## config.mk

```make
export PLATFORM = sky130hd
export DESIGN_NAME = mine_job_sequencer
export DESIGN_NICKNAME = d
export VERILOG_FILES = /design/src/rtl/mine_pkg.sv /design/src/rtl/nonce_monitor.sv /design/src/rtl/mine_job_sequencer.sv
export SDC_FILE = /design/constraint.sdc
export NUM_CORES = 1
export LEC_CHECK = 0
export ABC_AREA = 1
export BUFFER_PORTS_ARGS = -buffer_cell sky130_fd_sc_hd__buf_2
export CORE_AREA = 2 2 534 536
export DETAILED_ROUTE_END_ITERATION = 7
export DIE_AREA = 0 0 536 538
export GPL_TIMING_DRIVEN = 1
export PLACE_DENSITY_LB_ADDON = 0.3
export SYNTH_ARGS = -nofsm -noshare
export SYNTH_HDL_FRONTEND = slang
export SYNTH_SLANG_ARGS = --single-unit
```

## constraint.sdc

```tcl
create_clock -name clock -period 2.2 [get_ports clock]
set_input_delay 0.44 -clock clock [delete_from_list [all_inputs] [get_ports clock]]
set_output_delay 0.44 -clock clock [all_outputs]
set_load 0.005 [all_outputs]
```

## src/rtl/mine_pkg.sv

```systemverilog
// Shared types for the mining job sequencer: FSM state encoding and result status codes.
package mine_pkg;

  localparam int NONCE_W_DEF = 32;

  typedef enum logic [1:0] {
    IDLE   = 2'b00,
    LOAD   = 2'b01,
    MINE   = 2'b10,
    REPORT = 2'b11
  } state_t;

  typedef enum logic [1:0] {
    ST_NONE    = 2'b00,
    ST_FOUND   = 2'b01,
    ST_EXHAUST = 2'b10,
    ST_STALL   = 2'b11
  } status_t;

endpackage

```

## src/rtl/nonce_monitor.sv

```systemverilog
// Tracks the miner's nonce cycle to cycle and flags a wrap to zero or a nonce that has stopped moving.
module nonce_monitor
  import mine_pkg::*;
#(
  parameter int NONCE_W     = NONCE_W_DEF,
  parameter int STALL_LIMIT = 1024
) (
  input  logic               clock,
  input  logic               reset,
  input  logic               load_i,
  input  logic [NONCE_W-1:0] load_val_i,
  input  logic               track_i,
  input  logic [NONCE_W-1:0] miner_nonce_i,
  output logic [NONCE_W-1:0] prev_nonce_o,
  output logic               wrap_o,
  output logic               stall_o
);

  localparam int CW = (STALL_LIMIT > 1) ? $clog2(STALL_LIMIT) : 1;
  localparam logic [CW-1:0] CNT_MAX = CW'(STALL_LIMIT - 1);

  logic [NONCE_W-1:0] prev_q, prev_d;
  logic [CW-1:0]      cnt_q, cnt_d;
  logic               changed;

  assign changed = (miner_nonce_i != prev_q);

  // The count stops at CNT_MAX; the stall flag fires there, so the counter never overflows.
  always_comb begin
    prev_d = prev_q;
    cnt_d  = cnt_q;
    if (load_i) begin
      prev_d = load_val_i;
      cnt_d  = '0;
    end else if (track_i) begin
      prev_d = miner_nonce_i;
      if (changed) begin
        cnt_d = '0;
      end else if (cnt_q != CNT_MAX) begin
        cnt_d = cnt_q + 1'b1;
      end
    end
  end

  always_ff @(posedge clock) begin
    if (reset) begin
      prev_q <= '0;
      cnt_q  <= '0;
    end else begin
      prev_q <= prev_d;
      cnt_q  <= cnt_d;
    end
  end

  assign prev_nonce_o = prev_q;
  assign wrap_o       = track_i && (&prev_q) && (miner_nonce_i == '0);
  assign stall_o      = track_i && !changed && (cnt_q == CNT_MAX);

endmodule

```

## src/rtl/mine_job_sequencer.sv

```systemverilog
// Runs one mining job: latch header, pulse miner reset, watch progress, report nonce and status.
// Handshakes: a transfer happens on a posedge where valid and ready are both high; tx_valid holds until taken.
module mine_job_sequencer
  import mine_pkg::*;
#(
  parameter int HDR_W       = 640,
  parameter int NONCE_W     = NONCE_W_DEF,
  parameter int RST_CYCLES  = 4,
  parameter int STALL_LIMIT = 1024
) (
  input  logic               clock,
  input  logic               reset,
  input  logic               hdr_valid,
  input  logic [HDR_W-1:0]   hdr_in,
  output logic               hdr_ready,
  output logic [HDR_W-1:0]   miner_header,
  output logic               miner_reset,
  input  logic [NONCE_W-1:0] miner_nonce,
  input  logic               miner_found,
  output logic               tx_valid,
  input  logic               tx_ready,
  output logic [NONCE_W-1:0] tx_nonce,
  output logic [1:0]         tx_status,
  output logic               busy,
  output logic               found_led,
  output logic [1:0]         dbg_state
);

  localparam int RCW = (RST_CYCLES > 1) ? $clog2(RST_CYCLES) : 1;
  localparam logic [RCW-1:0] RST_LAST = RCW'(RST_CYCLES - 1);

  state_t             state_q;
  logic [HDR_W-1:0]   miner_header_q;
  logic               miner_reset_q;
  logic               hdr_ready_q;
  logic               tx_valid_q;
  logic [NONCE_W-1:0] tx_nonce_q;
  status_t            tx_status_q;
  logic               busy_q;
  logic               found_led_q;
  logic [RCW-1:0]     rst_cnt_q;

  logic               hdr_fire;
  logic [NONCE_W-1:0] prev_nonce;
  logic               wrap;
  logic               stall;
  logic               ev_hit;
  logic [NONCE_W-1:0] ev_nonce;
  status_t            ev_status;

  assign hdr_fire = hdr_valid && hdr_ready_q;

  nonce_monitor #(
    .NONCE_W     (NONCE_W),
    .STALL_LIMIT (STALL_LIMIT)
  ) u_monitor (
    .clock         (clock),
    .reset         (reset),
    .load_i        (hdr_fire),
    .load_val_i    (hdr_in[NONCE_W-1:0]),
    .track_i       (state_q == MINE),
    .miner_nonce_i (miner_nonce),
    .prev_nonce_o  (prev_nonce),
    .wrap_o        (wrap),
    .stall_o       (stall)
  );

  // Found beats wrap beats stall; wrap reports the last nonce before it rolled over.
  always_comb begin
    ev_hit    = 1'b0;
    ev_nonce  = miner_nonce;
    ev_status = ST_FOUND;
    if (miner_found) begin
      ev_hit = 1'b1;
    end else if (wrap) begin
      ev_hit    = 1'b1;
      ev_nonce  = prev_nonce;
      ev_status = ST_EXHAUST;
    end else if (stall) begin
      ev_hit    = 1'b1;
      ev_status = ST_STALL;
    end
  end

  always_ff @(posedge clock) begin
    if (reset) begin
      state_q        <= IDLE;
      miner_header_q <= '0;
      miner_reset_q  <= 1'b1;
      hdr_ready_q    <= 1'b0;
      tx_valid_q     <= 1'b0;
      tx_nonce_q     <= '0;
      tx_status_q    <= ST_NONE;
      busy_q         <= 1'b0;
      found_led_q    <= 1'b0;
      rst_cnt_q      <= '0;
    end else begin
      case (state_q)
        IDLE: begin
          hdr_ready_q   <= 1'b1;
          miner_reset_q <= 1'b1;
          if (hdr_fire) begin
            miner_header_q <= hdr_in;
            hdr_ready_q    <= 1'b0;
            busy_q         <= 1'b1;
            rst_cnt_q      <= '0;
            state_q        <= LOAD;
          end
        end
        LOAD: begin
          if (rst_cnt_q == RST_LAST) begin
            miner_reset_q <= 1'b0;
            hdr_ready_q   <= 1'b1;
            state_q       <= MINE;
          end else begin
            rst_cnt_q <= rst_cnt_q + 1'b1;
          end
        end
        MINE: begin
          if (hdr_fire) begin
            miner_header_q <= hdr_in;
            miner_reset_q  <= 1'b1;
            hdr_ready_q    <= 1'b0;
            rst_cnt_q      <= '0;
            state_q        <= LOAD;
          end else if (ev_hit) begin
            tx_nonce_q    <= ev_nonce;
            tx_status_q   <= ev_status;
            tx_valid_q    <= 1'b1;
            miner_reset_q <= 1'b1;
            hdr_ready_q   <= 1'b0;
            if (ev_status == ST_FOUND) begin
              found_led_q <= 1'b1;
            end
            state_q <= REPORT;
          end
        end
        REPORT: begin
          if (tx_ready) begin
            tx_valid_q  <= 1'b0;
            busy_q      <= 1'b0;
            hdr_ready_q <= 1'b1;
            state_q     <= IDLE;
          end
        end
        default: state_q <= IDLE;
      endcase
    end
  end

  assign miner_header = miner_header_q;
  assign miner_reset  = miner_reset_q;
  assign hdr_ready    = hdr_ready_q;
  assign tx_valid     = tx_valid_q;
  assign tx_nonce     = tx_nonce_q;
  assign tx_status    = tx_status_q;
  assign busy         = busy_q;
  assign found_led    = found_led_q;
  assign dbg_state    = state_q;

endmodule

```

# == Word-level counts from Yosys, hierarchy flattened ==
# Index checks and enable logic that the tools add are counted.
# word_totals
reg_bits,725
wordCells,94
# op_classes
n_addsub,2
eq_ne,16
mux,36
n_bitwise,1
reduce_logical,27
# op_table
cell,count
32-bit 2-to-1 mux,4
32-bit zero test,1
32-bit != test,1
32-bit AND reduction,1
10-bit 2-to-1 mux,2
2-bit 2-to-1 mux,10
3-bit AND reduction,5
1-bit 2-to-1 mux,14
2-bit != test (second input constant),6
4-bit AND reduction,3
10-bit by 1-bit adder with 10-bit output (second input constant),1
10-bit equality test (second input constant),1
10-bit != test (second input constant),1
2-bit nonzero test,5
2-bit one-hot mux with 4 select lines,1
2-bit equality test (second input constant),3
1-bit logical AND,5
2-bit by 1-bit equality test with 1-bit output (second input constant),2
1-bit one-hot mux with 2 select lines,2
1-bit one-hot mux with 4 select lines,1
2-bit one-hot mux with 2 select lines,1
2-bit AND reduction,2
2-bit OR reduction,2
3-bit != test (second input constant),1
other kinds (7),7

# == Logic depth before layout (Yosys ltp) ==
# Gate-level depths: netlist of run 1.
# depth
word_depth,10
ltp_mapped,15

# == Hierarchy ==
# Synthesis of run 1 repeated with hierarchy kept, for this count alone.
# unflattened
hier_cells,3650
hier_area_um2,26987.1
# by_module_without_submodules
module,instances,cells_per_inst,area_per_inst_um2,seq_area_each_um2
mine_job_sequencer,1,3092,23870.4,13673.1
nonce_monitor,1,558,3116.7,840.8

# == Worst setup path before layout of run 1 ==
# OpenSTA, ideal clock, no wires.
# synth_timing
kind,input-to-reg
start,input port miner_nonce[11]
end,"register tx_nonce_q[1], in the netlist tx_nonce[1]"
t_arrival_ns,1.627
slack_ns,0.457
cell_stages,14
path_buffers,1
path_cell_list,inv_2 -> nand2_1 -> nand2_1 -> nor2_1 -> nand2_1 -> nor2_1 -> nand2_1 -> nor2_4 -> nand3_2 -> nand3_2 -> nand2_4 -> buf_2 -> nor2_1 -> nor2_1
# synth_via
elab_chain_len,8
elab_cells_between_ends,12
classes_between,1 x eq/ne; 5 x mux; 6 x reduce/logical
# synth_rtl
item,line,rtl
"start, declared",mine_job_sequencer.sv:18,"input logic [NONCE_W-1:0] miner_nonce,"
32-bit != test,nonce_monitor.sv:26,assign changed = (miner_nonce_i != prev_q);
1-bit zero test,nonce_monitor.sv:57,assign stall_o = track_i && !changed && (cnt_q == CNT_MAX);
1-bit logical AND (2 in a row),nonce_monitor.sv:57,
1-bit 2-to-1 mux,mine_job_sequencer.sv:79,end else if (stall) begin
1-bit 2-to-1 mux,mine_job_sequencer.sv:75,end else if (wrap) begin
1-bit 2-to-1 mux,mine_job_sequencer.sv:73,if (miner_found) begin
3-bit AND reduction (no line),-,
"end signal, assigned",mine_job_sequencer.sv:127,tx_nonce_q <= ev_nonce;
"end, declared",mine_job_sequencer.sv:37,logic [NONCE_W-1:0] tx_nonce_q;
# Several ways; a longest one is shown, not always the timed one.
# A chain may end at the register's enable or synchronous reset.

# == Worst setup path after layout of run 1 ==
# layout_timing
start,"register state_q[0], in the netlist dbg_state[0]"
end,output port dbg_state[0]
# layout_rtl
item,line,rtl
"start, declared",mine_job_sequencer.sv:32,state_t state_q;
"start signal, assigned",mine_job_sequencer.sv:87,state_q <= IDLE;
"start signal, assigned",mine_job_sequencer.sv:107,state_q <= LOAD;
"start signal, assigned",mine_job_sequencer.sv:114,state_q <= MINE;
"end, declared",mine_job_sequencer.sv:26,output logic [1:0] dbg_state
# No word-level cell between the ends.

==> results.sh, run 1 <==
export IMPL_setup_viol=0
export IMPL_ys_top_cells_by_area="dfxtp_1, nor2_1, o21ai_0"
export IMPL_drc=0
export IMPL_reg2regPathDepth=9
export IMPL_path_class="flip-flop to output pin"
export IMPL_r2r_start="hdr_ready"
export IMPL_power_leakage_nw=23.0
export IMPL_cts_max_level=3
export IMPL_drt_wl_total_um=235000
export IMPL_syn_nets=4187
export IMPL_fin_crit_sh_pct=95.1
export IMPL_synth_top_cell_area_share_pct=55.4
export IMPL_drt_iter0_drc=1982
export IMPL_max_freq_mhz=478
export IMPL_tightest_slew_ns=0.582
export IMPL_grtUsageTotal_pct=15.5
export IMPL_synthArstFlopShare_pct=0
export IMPL_synth_edf_count=0
export IMPL_power_frac_seq_pct=34.4
export IMPL_clock_sinks=725
export IMPL_pwr_share_clk_pct=31.2
export IMPL_ys_types=35
export IMPL_post_route_min_period_ns=2.09
export IMPL_place_hpwl_um=199000
export IMPL_slew_headroom_pct=61.0
export IMPL_finalHoldViolCount=0
export IMPL_sw_frac_of_total_pct=39.1
export IMPL_grt_pass1_vias=33400
export IMPL_synth_seq_cells=725
export IMPL_power_density_nw_per_um2=1090
export IMPL_final_common_cell="buf_2"
export IMPL_num_rows=196
export IMPL_power_mw=53.2
export IMPL_design_area_um2=49000
export IMPL_clock_path_buffers=4
export IMPL_p_int_mw=32.4
export IMPL_reg2reg_slack_ns=0.13
export IMPL_tritoncts="yes"
export IMPL_status="complete, no violations"
export IMPL_antenna_found_initial=62
export IMPL_grt_pass1_wl_um=304000
export IMPL_clock_latency_ns=0.81
export IMPL_synth_warnings=0
export IMPL_netlist_area_um2=26200
export IMPL_numCtsBuffers=102
export IMPL_grt_overflow=0
export IMPL_fin_skew_ns=0.0534
export IMPL_synth_avg_cell_area_um2=7.46
export IMPL_place_congestion=0.911
export IMPL_drive_above_1_share_pct=31.6
export IMPL_die_h_um=538
export IMPL_dieWidth_um=536
export IMPL_start_util_pct=9.24
export IMPL_rsz0062_at_grt="false"
export IMPL_ir_worst_vdd_uv=625
export IMPL_yosysTopAreaCell="dfxtp_1"
export IMPL_coreArea_um2=283000
export IMPL_clkTransAtPathRegs_ns=0.06
export IMPL_crit_required_ns=1.76
export IMPL_detail_route_antenna_nets=0
export IMPL_seq_area_frac_synth_pct=55.4
export IMPL_hold_class="primary input to flip-flop"
export IMPL_place_area_um2=38900
export IMPL_netlist_instances=3508
export IMPL_p_sw_mw=20.8
export IMPL_grt_max_degree=95
export IMPL_io_pins=1358
export IMPL_fp_dieArea_um2=288000
export IMPL_dr_pass1_iters=5
export IMPL_syn2layout_area_growth_pct=87.2
export IMPL_synth_flop_cell="dfxtp_1"
export IMPL_crit_start="dbg_state[0]"
export IMPL_critPathCapture="dbg_state[0]"
export IMPL_slew_violations=0
export IMPL_critPathMaxFanout=5
export IMPL_avgRoutedWirePerCell_um=24.8
export IMPL_layout_common_cells="buf_2, nor2_1, dfxtp_1, dlygate4sd3_1, o21ai_0"
export IMPL_port_buffer_count=1357
export IMPL_nets=6289
export IMPL_cp_arrival_ns=1.65
export IMPL_endpoint_kind="output pin"
export IMPL_vias=32800
export IMPL_vias_per_cell=3.46
export IMPL_timing_rr_end="u_monitor.prev_nonce_o[30]"
export IMPL_cts_root_buffer="clkbuf_16"
export IMPL_cap_violations=0
export IMPL_p_comb_share_pct=34.4
export IMPL_start_kind="flip-flop"
-- worst min-delay path by stage --
stage | startpoint | endpoint | slack [ns] | cells past startpoint
CTS | miner_nonce[3] | u_monitor.prev_nonce_o[3] | 0.0005 | 4
finish | miner_nonce[6] | u_monitor.prev_nonce_o[6] | 0.08 | 4
global route | miner_nonce[6] | u_monitor.prev_nonce_o[6] | 0.04 | 4
floorplan | rst_cnt_q[0] | rst_cnt_q[0] | 0.43 | 1
detailed placement | miner_header[9] | miner_header[9] | 0.45 | 2
global placement | rst_cnt_q[0] | rst_cnt_q[0] | 0.45 | 1
-- per-layer routing --
layer	share of wire [%]	wire length, um	global-route usage [%]	up-vias
li1	-	-	-	15500
met1	41	96300	18.6	15600
met2	44	103000	24.3	1424
met3	12	28800	7.72	281
met4	2.8	6660	4.35	14
met5	0.19	442	0.921	-
-- synth_stat cells (all sizes together), types with 2 or more instances --
cell type,count
a31oi,32
nand2,328
buf,13
ha,2
inv,85
o21ai,645
nor4,10
nor2,1337
xor2,5
clkbuf,227
dfxtp,725
a21oi,47
clkinv,2
a211oi,2
nor3,7
nand3,15
nand4,18
-- timing repair --
item	in CTS	in global routing
resized for setup	4	25
pin swaps	0	2
setup endpoints to repair	28	49
hold endpoints to repair	665	0
setup buffers	0	2
hold buffers	658	0
cloned	0	0
-- cell type report --
type,count,area (um^2)
diodes,35,87.6
clock buffers,149,2980
clock inverters,31,297
fillers,32400,234000
inverters,87,354
multi-input cells,2456,10500
flip-flops and latches,725,14500
well taps,3762,4710
repair buffers,2238,15600
-- power groups by stage --
stage                     combinational [mW]  clock (mW)  sequential [mW]
after global routing                    20.2        17.7             18.6
after floorplan                         5.50           0             18.3
after detailed placement                17.6           0             18.4
after CTS                               18.8        17.3             18.2
after global placement                  17.7           0             18.4
final                                   18.3        16.6             18.3
-- cell families after synthesis --
group,count (synthesis),synth area share [%]
adders and majority gates,2,0.0956
buffers and inverters,327,4.85
DFF,725,55.4
and+or+nand+nor,1717,25.2
xor gates and xnor gates,6,0.201
AOI/OAI and AO/OA,731,14.2
-- per-stage QoR --
stage	setup WS (ns)	instances	hold WS (ns)	util [%]	setup TNS, ns
2_1_floorplan	0.457	3508	0.433	-	0
3_3_place_gp	-0.313	8608	0.446	13.7	-11.74
3_5_place_dp	-0.296	8608	0.455	13.7	-10.94
4_1_cts	0.0193	9446	0.000503	17.2	0
5_1_grt	0.000529	9467	0.0435	17.3	0
6_report	0.108	9483	0.0802	17.3	0
-- worst max-delay path, stage by stage, from the launching register on --
cell and delay [ns]:
dfxtp_4 0.40, buf_12 0.11, buf_4 0.15, buf_2 0.18
-- flip-flops by register name, summed over array words and instances (netlist names) --
signal                  cells
tx_status                   2
hdr_ready                   1
tx_nonce                   32
found_led                   1
u_monitor.cnt_q            10
rst_cnt_q                   2
tx_valid                    1
miner_reset                 1
busy                        1
miner_header              640
dbg_state                   2
u_monitor.prev_nonce_o     32
(Power assumes the default switching activity.)
==> run 2, diff against run 1 <==
--- a/config.mk
+++ b/config.mk
@@ -8,6 +8,7 @@
 export ABC_AREA = 1
 export BUFFER_PORTS_ARGS = -buffer_cell sky130_fd_sc_hd__buf_2
 export CORE_AREA = 2 2 534 536
+export CTS_BUF_LIST = sky130_fd_sc_hd__clkbuf_8 sky130_fd_sc_hd__clkbuf_16
 export DETAILED_ROUTE_END_ITERATION = 7
 export DIE_AREA = 0 0 536 538
 export GPL_TIMING_DRIVEN = 1
@@ -15,3 +16,4 @@
 export SYNTH_ARGS = -nofsm -noshare
 export SYNTH_HDL_FRONTEND = slang
 export SYNTH_SLANG_ARGS = --single-unit
+export TNS_END_PERCENT = 50
==> constraint.sdc (replaced) <==
create_clock -name clock -period 2.11 [get_ports clock]
set_input_delay 0.422 -clock clock [delete_from_list [all_inputs] [get_ports clock]]
set_output_delay 0.422 -clock clock [all_outputs]
set_load 0.005 [all_outputs]
==> results.sh, run 2 (same netlist as run 1, synthesis figures left out) <==
export IMPL_num_rows=196
export IMPL_critPathCapture="tx_nonce[24]"
export IMPL_fillers=32300
export IMPL_clock_latency_ns=0.81
export IMPL_tritoncts="yes"
export IMPL_cap_violations=0
export IMPL_dr_pass1_iters=8
export IMPL_grt_pass1_wl_um=300000
export IMPL_register_area_um2=14500
export IMPL_start_kind="primary input"
export IMPL_place_hpwl_um=197000
export IMPL_finalHoldViolCount=0
export IMPL_cp_top_family="simple AND/OR/NAND/NOR gates"
export IMPL_multi_input_area_um2=10500
export IMPL_nets=6331
export IMPL_reg2reg_slack_ns=0.09
export IMPL_path_class="primary input to flip-flop"
export IMPL_grtUsageTotal_pct=15.4
export IMPL_design_area_um2=49500
export IMPL_clkTransAtPathRegs_ns=0.06
export IMPL_p_comb_share_pct=34.4
export IMPL_critPathMaxFanout=8
export IMPL_cp_arrival_ns=2.75
export IMPL_tightest_slew_ns=0.593
export IMPL_drt_iter0_drc=1806
export IMPL_grt_overflow=0
export IMPL_pwr_share_clk_pct=31.8
export IMPL_max_freq_mhz=491
export IMPL_place_congestion=0.931
export IMPL_endpoint_kind="flip-flop"
export IMPL_clock_path_buffers=4
export IMPL_p_sw_mw=21.9
export IMPL_postLayoutCoreUtil_pct=17.5
export IMPL_cts_root_buffer="clkbuf_16"
export IMPL_timing_rr_end="u_monitor.prev_nonce_o[21]"
export IMPL_numCtsBuffers=103
export IMPL_hold_class="primary input to flip-flop"
export IMPL_antenna_found_initial=91
export IMPL_final_setup_worst_slack_ns=0.0720
export IMPL_vias=32900
export IMPL_cp_num_cells=16
export IMPL_r2r_start="dbg_state[1]"
export IMPL_start_util_pct=9.24
export IMPL_setup_viol=0
export IMPL_drt_wl_total_um=234000
export IMPL_cts_max_level=3
export IMPL_power_density_nw_per_um2=1130
export IMPL_largest_reg_flops=640
export IMPL_slowest_stage="dlygate4sd3_1"
export IMPL_fin_skew_ns=0.0344
export IMPL_dp_slack_ns=-0.301
export IMPL_drc=0
export IMPL_io_pins=1358
export IMPL_power_leakage_nw=23.3
export IMPL_layout_common_cells="buf_2, nor2_1, dfxtp_1, dlygate4sd3_1, o21ai_0"
export IMPL_fin_crit_sh_pct=96.6
export IMPL_vias_per_cell=3.45
export IMPL_port_buffer_count=1357
export IMPL_crit_start="miner_nonce[29]"
export IMPL_crit_path_max_incr_delay_ns=0.57
export IMPL_die_h_um=538
export IMPL_syn2layout_area_growth_pct=89.2
export IMPL_drive_above_1_share_pct=32.1
export IMPL_power_frac_seq_pct=33.8
export IMPL_place_area_um2=39000
export IMPL_p_int_mw=34.3
export IMPL_crit_chain="dlygate4sd3_1, buf_2, inv_1, nand2_1, nand2_1, nor2_1, nand2_1, nor2_1, nand2_1, nor2_4, nand3_4, nand3_4, nand2_8, clkbuf_16, nor2_1, nor2_1"
export IMPL_slew_headroom_pct=60.4
export IMPL_path_buf_inv=4
export IMPL_slew_violations=0
export IMPL_crit_required_ns=2.82
export IMPL_ir_worst_vdd_uv=674
export IMPL_rsz0062_at_grt="true"
export IMPL_avgRoutedWirePerCell_um=24.5
export IMPL_detail_route_antenna_nets=0
export IMPL_dieWidth_um=536
export IMPL_final_common_cell="buf_2"
export IMPL_coreArea_um2=283000
export IMPL_grt_pass1_vias=32900
export IMPL_status="complete, no violations"
export IMPL_clock_sinks=725
export IMPL_post_route_min_period_ns=2.04
export IMPL_grt_max_degree=137
export IMPL_sw_frac_of_total_pct=39.0
export IMPL_power_mw=56.2
export IMPL_fp_dieArea_um2=288000
export IMPL_reg2regPathDepth=10
[run 2: cell types whose count changed in the layout (fill, tap and decap cells not counted), sizes merged]
cell         change
bufinv           +4
clkbuf          -22
dlygate4sd3     +16
diode            +1
clkinvlp         +5
buf             +21
inv             +20
[run 2: per-stage QoR]
step	TNS (ns)	hold slack, ns	instances
2_1_floorplan	0	0.433	3508
3_3_place_gp	-21.44	0.432	8626
3_5_place_dp	-22.22	0.437	8626
4_1_cts	0	0.00665	9485
5_1_grt	-0.0745	0.0371	9521
6_report	0	0.102	9528
[run 2: worst min-delay path by stage]
stage               startpoint                          to  slack (ns)  depth (start not counted)
6_report       miner_nonce[24]  u_monitor.prev_nonce_o[24]        0.10                          4
2_1_floorplan     rst_cnt_q[0]                rst_cnt_q[0]        0.43                          1
3_3_place_gp       miner_reset                 miner_reset        0.43                          2
5_1_grt        miner_nonce[24]  u_monitor.prev_nonce_o[24]        0.04                          4
4_1_cts        miner_nonce[24]  u_monitor.prev_nonce_o[24]       0.007                          4
3_5_place_dp       miner_reset                 miner_reset        0.44                          2
[run 2: per-layer routing]
metal  track usage, %  wire (um)  vias to the layer above
li1                 -          -                    15600
met1             17.5      91700                    15600
met2             24.5     103000                     1442
met3             9.10      32700                      278
met4             3.47       5770                       14
met5            0.230        165                        -
[run 2: power groups by stage]
stage               Combinational [mW]  Sequential [mW]  Clock, mW
floorplan                         5.73             19.1          0
global placement                  18.4             19.1          0
detailed placement                18.3             19.2          0
CTS                               19.7             19.0       18.6
global route                      21.4             19.4       19.1
finish                            19.3             19.0       17.9
[run 2: worst reg2reg max path, stage by stage, from the launching register on]
cell           delay (ns)
dfxtp_1              0.34
inv_2                0.06
nor2_4               0.10
inv_2                0.07
buf_4                0.15
nor2_2               0.11
buf_6                0.17
buf_12               0.15
nand2_1              0.10
a31oi_1              0.15
dlygate4sd3_1        0.57
[run 2: repair_timing]
item	4_1_cts	5_1_grt
hold buffers	675	0
setup buffers	1	3
pin swaps	1	7
cloned	0	5
hold endpoints to repair	679	0
gates resized for setup	6	45
setup endpoints to repair	40	84
[run 2: cell type report]
class	count	area share, %
flip-flops and latches	725	29.3
multi-input cells	2456	21.2
clock inverters	60	1.14
well taps	3762	9.50
inverters	87	0.715
repair buffers	2279	32.1
clock buffers	123	5.76
diodes	36	0.182
==> run 3, diff against run 2 <==
--- a/config.mk
+++ b/config.mk
@@ -7,12 +7,14 @@
 export LEC_CHECK = 0
 export ABC_AREA = 1
 export BUFFER_PORTS_ARGS = -buffer_cell sky130_fd_sc_hd__buf_2
+export CELL_PAD_IN_SITES_DETAIL_PLACEMENT = 0
+export CELL_PAD_IN_SITES_GLOBAL_PLACEMENT = 1
 export CORE_AREA = 2 2 534 536
 export CTS_BUF_LIST = sky130_fd_sc_hd__clkbuf_8 sky130_fd_sc_hd__clkbuf_16
 export DETAILED_ROUTE_END_ITERATION = 7
 export DIE_AREA = 0 0 536 538
 export GPL_TIMING_DRIVEN = 1
-export PLACE_DENSITY_LB_ADDON = 0.3
+export PLACE_DENSITY_LB_ADDON = 0.1
 export SYNTH_ARGS = -nofsm -noshare
 export SYNTH_HDL_FRONTEND = slang
 export SYNTH_SLANG_ARGS = --single-unit
==> constraint.sdc (replaced) <==
create_clock -name clock -period 1.9 [get_ports clock]
set_input_delay 0.38 -clock clock [delete_from_list [all_inputs] [get_ports clock]]
set_output_delay 0.38 -clock clock [all_outputs]
set_load 0.005 [all_outputs]
==> results.sh, run 3 (same netlist as run 1, synthesis figures left out) <==
export IMPL_reg2reg_slack_ns=-0.09
export IMPL_grtUsageTotal_pct=13.3
export IMPL_dp_slack_ns=-0.592
export IMPL_detail_route_antenna_nets=0
export IMPL_sw_frac_of_total_pct=36.7
export IMPL_coreArea_um2=283000
export IMPL_hp_start="miner_nonce[17]"
export IMPL_power_density_nw_per_um2=1210
export IMPL_cts_max_level=3
export IMPL_start_util_pct=9.24
export IMPL_reg2regPathDepth=15
export IMPL_nets=6408
export IMPL_crit_required_ns=2.60
export IMPL_clkTransAtPathRegs_ns=0.05
export IMPL_r2r_start="u_monitor.prev_nonce_o[9]"
export IMPL_ir_worst_vdd_uv=718
export IMPL_dieWidth_um=536
export IMPL_vias_per_cell=3.29
export IMPL_fillers=32400
export IMPL_slew_violations=0
export IMPL_pwr_share_clk_pct=33.2
export IMPL_max_freq_mhz=500
export IMPL_drt_iter0_drc=1363
export IMPL_setup_viol=35
export IMPL_numCtsBuffers=112
export IMPL_place_area_um2=39800
export IMPL_clock_latency_ns=0.83
export IMPL_syn2layout_area_growth_pct=94.8
export IMPL_fp_dieArea_um2=288000
export IMPL_fin_crit_sh_pct=105
export IMPL_status="complete, but fails checks"
export IMPL_p_int_mw=39.1
export IMPL_fin_skew_ns=0.0311
export IMPL_io_pins=1358
export IMPL_layout_common_cells="buf_2, nor2_1, dfxtp_1, dlygate4sd3_1, o21ai_0"
export IMPL_power_leakage_nw=24.0
export IMPL_design_area_um2=51000
export IMPL_postLayoutCoreUtil_pct=18.0
export IMPL_start_kind="primary input"
export IMPL_die_h_um=538
export IMPL_dr_pass1_iters=5
export IMPL_port_buffer_count=1357
export IMPL_hold_end="u_monitor.prev_nonce_o[17]"
export IMPL_clock_path_buffers=4
export IMPL_grt_overflow=0
export IMPL_num_rows=196
export IMPL_violations="setup timing"
export IMPL_final_setup_worst_slack_ns=-0.102
export IMPL_finalHoldViolCount=0
export IMPL_timing_rr_end="tx_nonce[21]"
export IMPL_drc=0
export IMPL_hold_class="primary input to flip-flop"
export IMPL_p_comb_share_pct=33.0
export IMPL_clock_sinks=725
export IMPL_critPathMaxFanout=8
export IMPL_grt_max_degree=88
export IMPL_p_sw_mw=22.6
export IMPL_place_congestion=0.774
export IMPL_cp_arrival_ns=2.71
export IMPL_tritoncts="yes"
export IMPL_place_hpwl_um=161000
export IMPL_slew_headroom_pct=65.8
export IMPL_rsz0062_at_grt="true"
export IMPL_largest_reg_flops=640
export IMPL_cap_violations=0
export IMPL_path_class="primary input to flip-flop"
export IMPL_final_common_cell="buf_2"
export IMPL_grt_pass1_wl_um=270000
export IMPL_cts_root_buffer="clkbuf_16"
export IMPL_drt_wl_total_um=202000
export IMPL_tightest_slew_ns=0.514
export IMPL_endpoint_kind="flip-flop"
export IMPL_vias=31700
export IMPL_antenna_found_initial=76
export IMPL_drive_above_1_share_pct=34.3
export IMPL_post_route_min_period_ns=2.00
export IMPL_power_frac_seq_pct=33.8
export IMPL_grt_pass1_vias=33000
export IMPL_hold_path_depth=5
export IMPL_avgRoutedWirePerCell_um=21.0
run 3: cell count changes in the layout (fill, tap and decap cells not counted), moves of 8 or more:
| cell | previous run | this run |
|---|---|---|
| buf_4 | 204 | 250 |
| nor2_1 | 1320 | 1284 |
| buf_12 | 34 | 61 |
| nand2_1 | 323 | 300 |
| nor2_4 | 4 | 24 |
| buf_2 | 1357 | 1340 |
| nor2_2 | 13 | 29 |
| nand2_2 | 4 | 17 |
| dfxtp_1 | 708 | 697 |
| nand2_4 | 0 | 10 |
| buf_6 | 5 | 14 |
| dfxtp_2 | 16 | 25 |
| inv_1 | 83 | 92 |
| clkbuf_16 | 107 | 115 |
run 3: worst max path at each step:
stage / from / end / slack (ns)
floorplan: u_monitor.cnt_q[0] / u_monitor.cnt_q[0] / 0.17
global placement: miner_nonce[4] / tx_nonce[31] / -0.63
detailed placement: miner_nonce[4] / tx_nonce[31] / -0.59
CTS: u_monitor.prev_nonce_o[24] / tx_nonce[16] / -0.10
global route: u_monitor.prev_nonce_o[9] / tx_nonce[17] / -0.21
finish: miner_nonce[30] / tx_nonce[21] / -0.10
run 3: cell type report:
class                   count  area [um^2]  share of cell area, %
multi-input cells        2456        10900                   21.3
diodes                     37         92.6                  0.182
repair buffers           2347        16900                   33.1
well taps                3762         4710                   9.23
clock inverters            61          350                  0.687
inverters                  87          368                  0.721
clock buffers             139         3170                   6.23
flip-flops and latches    725        14600                   28.5
run 3: stage by stage:
stage	hold slack (ns)	power, mW	setup TNS, ns	instances
floorplan	0.433	27.6	0	3508
global placement	0.445	40.8	-28.25	8691
detailed placement	0.448	40.6	-28.23	8691
CTS	0.0156	63.6	-3.23	9573
global route	0.0761	66.0	-6.78	9607
finish	0.133	61.7	-2.08	9614
run 3: critical path, stage by stage:
cell           delay [ns]
dlygate4sd3_1        0.58
buf_2                0.15
inv_1                0.07
nand2_1              0.11
nand2_1              0.07
nor2_1               0.11
nand2_2              0.10
nor2_4               0.13
nand2_2              0.07
nor2_4               0.16
nand3_4              0.11
nand3_4              0.13
nand2_8              0.14
buf_12               0.20
nor2_1               0.12
nor2_1               0.05
run 3: layer usage:
| layer | track usage [%] | routed length, um | part of all wire (%) |
|---|---|---|---|
| met1 | 15.9 | 85400 | 42 |
| met2 | 22.1 | 94100 | 47 |
| met3 | 4.77 | 16300 | 8.1 |
| met4 | 3.85 | 5550 | 2.8 |
| met5 | 0 | 207 | 0.10 |
run 3: what timing repair did:
action                                  4_1_cts  5_1_grt
endpoints found under the setup margin       70       77
hold buffers                                677        0
pin swaps                                    12       28
setup buffers                                 3        0
cloned                                        2        4
resized for setup                            83      121
hold endpoints to repair                    700        0
run 3: power by group through the flow:
stage	registers [mW]	logic, mW	clock network, mW
after global placement	21.1	19.7	0
after detailed placement	21.1	19.5	0
after global routing	21.4	22.7	22.0
after floorplan	21.2	6.36	0
final	20.9	20.4	20.4
after CTS	20.9	21.2	21.5
